**config.mk**
```make
export PLATFORM = sky130hd
export DESIGN_NAME = codec_cfg_sequencer_flat
export DESIGN_NICKNAME = d
export VERILOG_FILES = /design/src/rtl/codec_cfg_pkg.sv /design/src/rtl/codec_cfg_sequencer_if.sv /design/src/rtl/codec_cfg_rom.sv /design/src/rtl/codec_cfg_sequencer.sv /design/src/flat_wrapper.sv
export SDC_FILE = /design/constraint.sdc
export NUM_CORES = 1
export LEC_CHECK = 0
export ABC_AREA = 1
export CORE_MARGIN = 5
export CORE_UTILIZATION = 58
export CTS_BUF_LIST = sky130_fd_sc_hd__clkbuf_8
export DETAILED_ROUTE_END_ITERATION = 10
export PLACE_DENSITY_LB_ADDON = 0.15
export SKIP_CTS_REPAIR_TIMING = 1
export SLEW_MARGIN = 20
export SYNTH_ARGS = -nofsm -noshare
export SYNTH_HDL_FRONTEND = slang
export SYNTH_SLANG_ARGS = --single-unit
```
**constraint.sdc**
```tcl
create_clock -name clk -period 2.3 [get_ports clk]
set_input_delay 0.345 -clock clk [delete_from_list [all_inputs] [get_ports clk]]
set_output_delay 0.345 -clock clk [all_outputs]
set_load 0.02 [all_outputs]
```
**src/rtl/codec_cfg_pkg.sv**
```systemverilog
// rtl/codec_cfg_pkg.sv - shared constants, state encoding and helpers for the codec configuration sequencer
package codec_cfg_pkg;

    // Codec register addresses (7-bit register field of each I2C write)
    localparam logic [6:0] REG_LEFT_IN  = 7'h00;
    localparam logic [6:0] REG_RIGHT_IN = 7'h01;
    localparam logic [6:0] REG_LEFT_HP  = 7'h02;
    localparam logic [6:0] REG_RIGHT_HP = 7'h03;
    localparam logic [6:0] REG_ANA_PATH = 7'h04;
    localparam logic [6:0] REG_DIG_PATH = 7'h05;
    localparam logic [6:0] REG_PWR_DOWN = 7'h06;
    localparam logic [6:0] REG_DIG_IF   = 7'h07;
    localparam logic [6:0] REG_SAMPLING = 7'h08;
    localparam logic [6:0] REG_ACTIVE   = 7'h09;
    localparam logic [6:0] REG_RESET    = 7'h0F;

    // Error codes: controller reports 1..5 as failures and F as a pass flag;
    // E is reserved for the sequencer's own timeout.
    localparam logic [3:0] ERR_TIMEOUT = 4'hE;
    localparam logic [3:0] ERR_PASS    = 4'hF;

    typedef enum logic [2:0] {
        ST_IDLE,
        ST_LOAD,
        ST_RST,
        ST_WAIT,
        ST_RETRY,
        ST_GAP,
        ST_DONE,
        ST_FAIL
    } state_t;

    function automatic logic is_fail_code(input logic [3:0] code);
        return (code >= 4'd1) && (code <= 4'd5);
    endfunction

endpackage

```
**src/rtl/codec_cfg_sequencer_if.sv**
```systemverilog
// rtl/codec_cfg_sequencer_if.sv - bus between the configuration sequencer and the I2C write controller
// master: sequencer side (drives reset/enable, address, register, data, rw; reads done, error)
// slave : controller side
interface codec_cfg_sequencer_if;
    logic       i2c_rst_n;
    logic [6:0] i2c_address;
    logic [6:0] i2c_register;
    logic [8:0] i2c_data;
    logic       i2c_rw;
    logic       i2c_done;
    logic [3:0] i2c_error;

    modport master (
        output i2c_rst_n,
        output i2c_address,
        output i2c_register,
        output i2c_data,
        output i2c_rw,
        input  i2c_done,
        input  i2c_error
    );

    modport slave (
        input  i2c_rst_n,
        input  i2c_address,
        input  i2c_register,
        input  i2c_data,
        input  i2c_rw,
        output i2c_done,
        output i2c_error
    );
endinterface

```
**src/rtl/codec_cfg_rom.sv**
```systemverilog
// rtl/codec_cfg_rom.sv - combinational codec configuration table, index -> {register, data}
// idx      in  4  table entry
// reg_addr out 7  register field (0 when idx >= NUM_REGS)
// reg_data out 9  data field     (0 when idx >= NUM_REGS)
module codec_cfg_rom
    import codec_cfg_pkg::*;
#(
    parameter int NUM_REGS = 10
) (
    input  logic [3:0] idx,
    output logic [6:0] reg_addr,
    output logic [8:0] reg_data
);

    localparam logic [3:0] LAST_IDX   = 4'(NUM_REGS - 1);
    localparam logic [4:0] NUM_REGS_W = 5'(NUM_REGS);

    // First entry always resets the codec, last entry always activates it;
    // the entries in between are taken in order from the setup list.
    always_comb begin
        reg_addr = '0;
        reg_data = '0;
        if ({1'b0, idx} < NUM_REGS_W) begin
            if (idx == 4'd0) begin
                reg_addr = REG_RESET;
                reg_data = 9'h000;
            end else if (idx == LAST_IDX) begin
                reg_addr = REG_ACTIVE;
                reg_data = 9'h001;
            end else begin
                case (idx)
                    4'd1:    begin reg_addr = REG_PWR_DOWN; reg_data = 9'h002; end
                    4'd2:    begin reg_addr = REG_LEFT_HP;  reg_data = 9'h079; end
                    4'd3:    begin reg_addr = REG_RIGHT_HP; reg_data = 9'h079; end
                    4'd4:    begin reg_addr = REG_ANA_PATH; reg_data = 9'h012; end
                    4'd5:    begin reg_addr = REG_DIG_PATH; reg_data = 9'h006; end
                    4'd6:    begin reg_addr = REG_DIG_IF;   reg_data = 9'h042; end
                    4'd7:    begin reg_addr = REG_SAMPLING; reg_data = 9'h000; end
                    4'd8:    begin reg_addr = REG_LEFT_IN;  reg_data = 9'h017; end
                    default: begin reg_addr = REG_RIGHT_IN; reg_data = 9'h017; end
                endcase
            end
        end
    end

endmodule

```
**src/rtl/codec_cfg_sequencer.sv**
```systemverilog
// rtl/codec_cfg_sequencer.sv - steps the codec configuration table through the I2C write controller
// clk        in  1  system clock
// rst        in  1  asynchronous active-low reset
// start      in  1  pulse, (re)starts the sequence from entry 0 when not busy
// i2c        master modport: controller reset/enable, address, register, data, rw, done, error
// busy       out 1  sequence in progress
// cfg_done   out 1  all entries written
// cfg_error  out 1  sequence aborted
// fail_index out 4  entry index at abort
// fail_code  out 4  error code at abort (E = timeout)
module codec_cfg_sequencer
    import codec_cfg_pkg::*;
#(
    parameter int         NUM_REGS       = 10,
    parameter logic [6:0] DEV_ADDR       = 7'h1A,
    parameter int         RST_HOLD       = 8,
    parameter int         GAP_CYCLES     = 1024,
    parameter int         TIMEOUT_CYCLES = 50000,
    parameter int         MAX_RETRY      = 3,
    parameter bit         AUTO_START     = 1'b1
) (
    input  logic                   clk,
    input  logic                   rst,
    input  logic                   start,
    codec_cfg_sequencer_if.master  i2c,
    output logic                   busy,
    output logic                   cfg_done,
    output logic                   cfg_error,
    output logic [3:0]             fail_index,
    output logic [3:0]             fail_code
);

    localparam logic [3:0]  LAST_IDX  = 4'(NUM_REGS - 1);
    localparam logic [10:0] HOLD_LAST = 11'(RST_HOLD - 1);
    localparam logic [10:0] GAP_LAST  = 11'(GAP_CYCLES - 1);
    localparam logic [15:0] TMO_LAST  = 16'(TIMEOUT_CYCLES - 1);
    localparam logic [1:0]  RETRY_MAX = 2'(MAX_RETRY);

    state_t      state, state_n;
    logic [3:0]  index, index_n;
    logic [1:0]  retry, retry_n;
    logic [10:0] cnt, cnt_n;
    logic [15:0] tmo, tmo_n;
    logic [3:0]  code, code_n;
    logic        busy_n, done_n, error_n;
    logic [3:0]  fidx_n, fcode_n;
    logic [6:0]  reg_q, reg_n;
    logic [8:0]  data_q, data_n;
    logic        rst_n_q;
    logic        auto_pend, auto_n;
    logic        go;

    logic        done_s1, done_s2, done_prev;
    logic [3:0]  err_s1, err_s2;
    logic        done_edge;

    logic [6:0]  rom_reg;
    logic [8:0]  rom_data;

    codec_cfg_rom #(.NUM_REGS(NUM_REGS)) u_rom (
        .idx      (index),
        .reg_addr (rom_reg),
        .reg_data (rom_data)
    );

    assign i2c.i2c_rst_n    = rst_n_q;
    assign i2c.i2c_address  = DEV_ADDR;
    assign i2c.i2c_register = reg_q;
    assign i2c.i2c_data     = data_q;
    assign i2c.i2c_rw       = 1'b0;

    // done_prev follows the synced level every cycle, so a done that is still
    // high from the previous transaction when WAIT is entered is not an edge.
    assign done_edge = done_s2 & ~done_prev;

    always_ff @(posedge clk or negedge rst) begin
        if (!rst) begin
            done_s1   <= 1'b0;
            done_s2   <= 1'b0;
            done_prev <= 1'b0;
            err_s1    <= 4'h0;
            err_s2    <= 4'h0;
        end else begin
            done_s1   <= i2c.i2c_done;
            done_s2   <= done_s1;
            done_prev <= done_s2;
            err_s1    <= i2c.i2c_error;
            err_s2    <= err_s1;
        end
    end

    always_ff @(posedge clk or negedge rst) begin
        if (!rst) begin
            state      <= ST_IDLE;
            index      <= '0;
            retry      <= '0;
            cnt        <= '0;
            tmo        <= '0;
            code       <= '0;
            busy       <= 1'b0;
            cfg_done   <= 1'b0;
            cfg_error  <= 1'b0;
            fail_index <= '0;
            fail_code  <= '0;
            reg_q      <= '0;
            data_q     <= '0;
            rst_n_q    <= 1'b0;
            auto_pend  <= AUTO_START;
        end else begin
            state      <= state_n;
            index      <= index_n;
            retry      <= retry_n;
            cnt        <= cnt_n;
            tmo        <= tmo_n;
            code       <= code_n;
            busy       <= busy_n;
            cfg_done   <= done_n;
            cfg_error  <= error_n;
            fail_index <= fidx_n;
            fail_code  <= fcode_n;
            reg_q      <= reg_n;
            data_q     <= data_n;
            // Registered so the controller enable is glitch-free; high only in WAIT.
            rst_n_q    <= (state_n == ST_WAIT);
            auto_pend  <= auto_n;
        end
    end

    always_comb begin
        state_n = state;
        index_n = index;
        retry_n = retry;
        cnt_n   = cnt;
        tmo_n   = tmo;
        code_n  = code;
        busy_n  = busy;
        done_n  = cfg_done;
        error_n = cfg_error;
        fidx_n  = fail_index;
        fcode_n = fail_code;
        reg_n   = reg_q;
        data_n  = data_q;
        auto_n  = auto_pend;
        go      = 1'b0;

        case (state)
            ST_IDLE: go = start | auto_pend;
            ST_DONE: go = start;
            ST_FAIL: go = start;
            ST_LOAD: begin
                reg_n   = rom_reg;
                data_n  = rom_data;
                cnt_n   = '0;
                state_n = ST_RST;
            end
            ST_RST: begin
                tmo_n = '0;
                if (cnt == HOLD_LAST) begin
                    state_n = ST_WAIT;
                end else begin
                    cnt_n = cnt + 11'd1;
                end
            end
            ST_WAIT: begin
                // A stale pass flag (F) is ignored; only the done edge means success.
                if (is_fail_code(err_s2)) begin
                    code_n  = err_s2;
                    state_n = ST_RETRY;
                end else if (done_edge) begin
                    cnt_n   = '0;
                    state_n = ST_GAP;
                end else if (tmo == TMO_LAST) begin
                    code_n  = ERR_TIMEOUT;
                    state_n = ST_RETRY;
                end else begin
                    tmo_n = tmo + 16'd1;
                end
            end
            ST_RETRY: begin
                if (retry < RETRY_MAX) begin
                    retry_n = retry + 2'd1;
                    state_n = ST_LOAD;
                end else begin
                    fidx_n  = index;
                    fcode_n = code;
                    busy_n  = 1'b0;
                    error_n = 1'b1;
                    state_n = ST_FAIL;
                end
            end
            ST_GAP: begin
                retry_n = '0;
                if (cnt == GAP_LAST) begin
                    cnt_n = '0;
                    if (index == LAST_IDX) begin
                        busy_n  = 1'b0;
                        done_n  = 1'b1;
                        state_n = ST_DONE;
                    end else begin
                        index_n = index + 4'd1;
                        state_n = ST_LOAD;
                    end
                end else begin
                    cnt_n = cnt + 11'd1;
                end
            end
            default: state_n = ST_IDLE;
        endcase

        // Shared (re)start action from IDLE, DONE or FAIL; never taken while busy.
        if (go) begin
            auto_n  = 1'b0;
            done_n  = 1'b0;
            error_n = 1'b0;
            index_n = '0;
            retry_n = '0;
            busy_n  = 1'b1;
            state_n = ST_LOAD;
        end
    end

endmodule

```
**src/flat_wrapper.sv**
```systemverilog
// flat-port wrapper written by rule: the top's interface ports become plain ports
module codec_cfg_sequencer_flat import codec_cfg_pkg::*;
#(
    parameter int         NUM_REGS       = 10,
    parameter logic [6:0] DEV_ADDR       = 7'h1A,
    parameter int         RST_HOLD       = 8,
    parameter int         GAP_CYCLES     = 1024,
    parameter int         TIMEOUT_CYCLES = 50000,
    parameter int         MAX_RETRY      = 3,
    parameter bit         AUTO_START     = 1'b1
)
  (clk, rst, start, busy, cfg_done, cfg_error, fail_index, fail_code, i2c_i2c_rst_n, i2c_i2c_address, i2c_i2c_register, i2c_i2c_data, i2c_i2c_rw, i2c_i2c_done, i2c_i2c_error);
  codec_cfg_sequencer_if i2c_i ();
  input  logic clk;
  input  logic rst;
  input  logic start;
  output logic busy;
  output logic cfg_done;
  output logic cfg_error;
  output logic [3:0] fail_index;
  output logic [3:0] fail_code;
  output wire logic [$bits(i2c_i.i2c_rst_n)-1:0] i2c_i2c_rst_n;
  output wire logic [$bits(i2c_i.i2c_address)-1:0] i2c_i2c_address;
  output wire logic [$bits(i2c_i.i2c_register)-1:0] i2c_i2c_register;
  output wire logic [$bits(i2c_i.i2c_data)-1:0] i2c_i2c_data;
  output wire logic [$bits(i2c_i.i2c_rw)-1:0] i2c_i2c_rw;
  input wire logic [$bits(i2c_i.i2c_done)-1:0] i2c_i2c_done;
  input wire logic [$bits(i2c_i.i2c_error)-1:0] i2c_i2c_error;
  assign i2c_i2c_rst_n = i2c_i.i2c_rst_n;
  assign i2c_i2c_address = i2c_i.i2c_address;
  assign i2c_i2c_register = i2c_i.i2c_register;
  assign i2c_i2c_data = i2c_i.i2c_data;
  assign i2c_i2c_rw = i2c_i.i2c_rw;
  assign i2c_i.i2c_done = i2c_i2c_done;
  assign i2c_i.i2c_error = i2c_i2c_error;
  codec_cfg_sequencer #(.NUM_REGS(NUM_REGS), .DEV_ADDR(DEV_ADDR), .RST_HOLD(RST_HOLD), .GAP_CYCLES(GAP_CYCLES), .TIMEOUT_CYCLES(TIMEOUT_CYCLES), .MAX_RETRY(MAX_RETRY), .AUTO_START(AUTO_START)) u_core (.clk(clk), .rst(rst), .start(start), .i2c(i2c_i), .busy(busy), .cfg_done(cfg_done), .cfg_error(cfg_error), .fail_index(fail_index), .fail_code(fail_code));
endmodule
```
==> flow_summary.ini <==
[global_routing]
gr-usage-met3_pct = 4.10
antenna_found_initial = 0
busiest_layer = met2
grt_pass1_wl_um = 14000
grt-ovfl-total = 0
grt_max_degree = 75
grt_use_met1_pct = 26.3
grt_usage_pct = 20.5
use_met2_pct = 34.3
grt_pass1_vias = 3070

[synth]
ys_warn_count = 0
synth-seq-cells = 74
async_reset_ff_share_pct = 100
synth_flop_cell = dfrtp_1
netlist_instances = 488
seq_area_frac_synth_pct = 47.3
synth_area_mm2 = 0.00392
ys_types = 40
synth_edf_count = 0
syn_avg_cell_area_um2 = 8.03

[setup_path]
worstPathCellList = ha_1 -> inv_1 -> nor2_2 -> nand3_2 -> nor2_1 -> nor2_1 -> nor2_1 -> nand2_1 -> a21oi_1 -> nor2_1
crit_top_cell = nor2_1
crit_required_ps = 2530
timing.rr.end = u_core.i2c.i2c_rst_n
path_delay_family = simple AND/OR/NAND/NOR gates
critPathMaxFanout = 8
crit_slowest_cell = dfrtp_1
crit_buf_inv = 1
cpPeakStageDelay_ps = 430
start_kind = register
r2r-start = u_core.cnt[0]
path_class = reg -> reg
critPathCaptureType = register
rr_worst_depth = 10
reg2reg_slack_ps = 290
critPathArrivalTime_ps = 2250

[place]
routabilityCongestion = 0.957
dp_hpwl_um = 5980
placed_cells = 593
placed_area_mm2 = 0.00427
io_buffers = 30
detailedPlace.worstSlack_ps = 326

[clocking]
root_buffer = clkbuf_8
clk_pin_slew_ps = 90
tritoncts = yes
cts.htree.levels = 3
clkLatencyLatePin_ps = 350
clock_sinks = 74
cts_buffers = 9
cts.path.max_buffers = 2

[finish]
antenna_cells = 0
postLayoutCoreUtil_pct = 67.1
fin_cells = 609
postLayoutCellArea_mm2 = 0.00448
area_delta_synth_final_pct = 14.4
drive_gt1_share_pct = 7.37
n_fill_cell = 576
nets = 543

[power_and_ir_drop]
vdd_drop_max_uv = 594
powerDensity_mw_per_mm2 = 955
power.static_leakage_nw = 2.17

[floorplanning]
rows = 30
ios = 44
die_width_um = 92.2
die_h_um = 92.2
coreArea_mm2 = 0.00668
start_util_pct = 58.6
dieArea_mm2 = 0.00850

[sta]
fin_skew_ps = 12.4
setup_ws_ps = 286
period_needed_ps = 2010
max_freq_mhz = 496
rsz0062_at_grt = no
setup_viol = 0
fin_tns_setup_ps = 0
drv_slew = 0
fin_crit_sh_pct = 87.6
hold_viol = 0

[detailed_routing]
avgRoutedWirePerCell_um = 13.4
drt-total-wl_um = 8150
viasPerCell = 5.30
postRouteAntennaNets = 0
dr.first_iter.drc_count = 99
vias = 3226
drc = 0
firstDrtPassIters = 4

[worst_hold_path]
worstHoldPathType = in -> async

[run_status]
status = completed

[flow_run]
drv_cap = 0
==> cell usage after synthesis, types with 5 or more instances <==
master | number | share of area (%)
ha_1 | 11 | 3.5
inv_2 | 6 | 0.57
buf_4 | 16 | 3.1
inv_1 | 53 | 5.1
o31ai_1 | 5 | 0.96
o211ai_1 | 5 | 0.96
nand3_1 | 35 | 4.5
dfrtp_1 | 73 | 47
a21oi_1 | 20 | 2.6
nand4_1 | 8 | 1.3
nor2_1 | 57 | 5.5
xor2_1 | 9 | 2.0
nand2_1 | 114 | 11
nor3_1 | 7 | 0.89
o21ai_0 | 32 | 4.1
==> per-layer routing <==
metal	routed length, um	vias to the layer above
met5	0	-
met4	124	0
met3	319	11
met2	3960	59
met1	3740	1514
li1	-	1642
==> worst max-delay path by stage <==
stage                               start                   end  slack (ps)  depth (start not counted)
after floorplan             u_core.cnt[0]  u_core.i2c.i2c_rst_n         640                         10
after global placement    u_core.index[1]  u_core.i2c.i2c_rst_n         380                         10
after detailed placement    u_core.cnt[0]       u_core.state[0]         330                         10
after CTS                   u_core.cnt[0]  u_core.i2c.i2c_rst_n         310                         10
after global routing        u_core.cnt[0]  u_core.i2c.i2c_rst_n          80                         10
final                       u_core.cnt[0]  u_core.i2c.i2c_rst_n         290                         10
==> state kept, by name, indices dropped and copies added, names as in the netlist <==
name and cells:
u_core.done_s1 1, u_core.state 3, u_core.done_prev 1, u_core.tmo 16
u_core.retry 2, u_core.err_s1 4, u_core.cfg_error 1, u_core.busy 1
u_core.fail_index 4, u_core.code 4, u_core.i2c.i2c_data 6, u_core.index 4
u_core.i2c.i2c_register 4, u_core.cnt 11, u_core.i2c.i2c_rst_n 1, u_core.auto_pend 1
u_core.done_s2 1, u_core.err_s2 4, u_core.cfg_done 1, u_core.fail_code 4
==> through the flow <==
stage,total power [mW],hold WS [ps]
CTS,4.31,27.7
floorplan,2.76,49.4
detailed placement,3.26,336
global placement,3.22,332
finish,4.28,14.6
global route,4.60,44.7
==> final cells by class <==
type                       count  area [um^2]  share of cell area, %
clock buffer                  10          138                   3.07
clock inverter                 6         70.1                   1.56
inverter                      59          221                   4.94
multi-input combinational    345         1740                   38.9
sequential                    74         1850                   41.3
tap                           80          100                   2.23
timing repair buffer          35          358                   7.98
==> kinds of logic after synthesis <==
kind of cell / share of synthesized area (%)
compound gates: 11.8
xor+xnor: 2.24
fa+ha+maj: 3.51
buf+inv: 9.29
flops: 47.3
mux: 0.287
other cells: 0.192
simple gates: 25.3
==> power breakdown <==
| part | total [mW] | internal [mW] | switching, mW |
|---|---|---|---|
| clock network | 1.06 | 0.543 | 0.513 |
| logic | 1.54 | 0.555 | 0.986 |
| registers | 1.69 | 1.51 | 0.174 |
| total | 4.28 | 2.61 | 1.67 |
==> cells in the final DEF (no fill, tap or decap), drive strengths merged, types with 5 or more instances in the layout <==
cell and n:
nand2 115, dfrtp 73, inv 62, nor2 58
nand3 39, o21ai 36, clkdlybuf4s50 29, a21oi 20
conb 13, ha 11, clkbuf 10, xor2 9
nand4 8, nor3 8, buf 6, o211ai 5
o31ai 5
==> worst reg2reg max path, stage by stage (launching register included) <==
cell and delay (ps):
dfrtp_1 430, ha_1 290, inv_1 90, nor2_2 200, nand3_2 200, nor2_1 170
nor2_1 80, nor2_1 140, nand2_1 70, a21oi_1 180, nor2_1 60
Power figures use the tool's default switching activity.
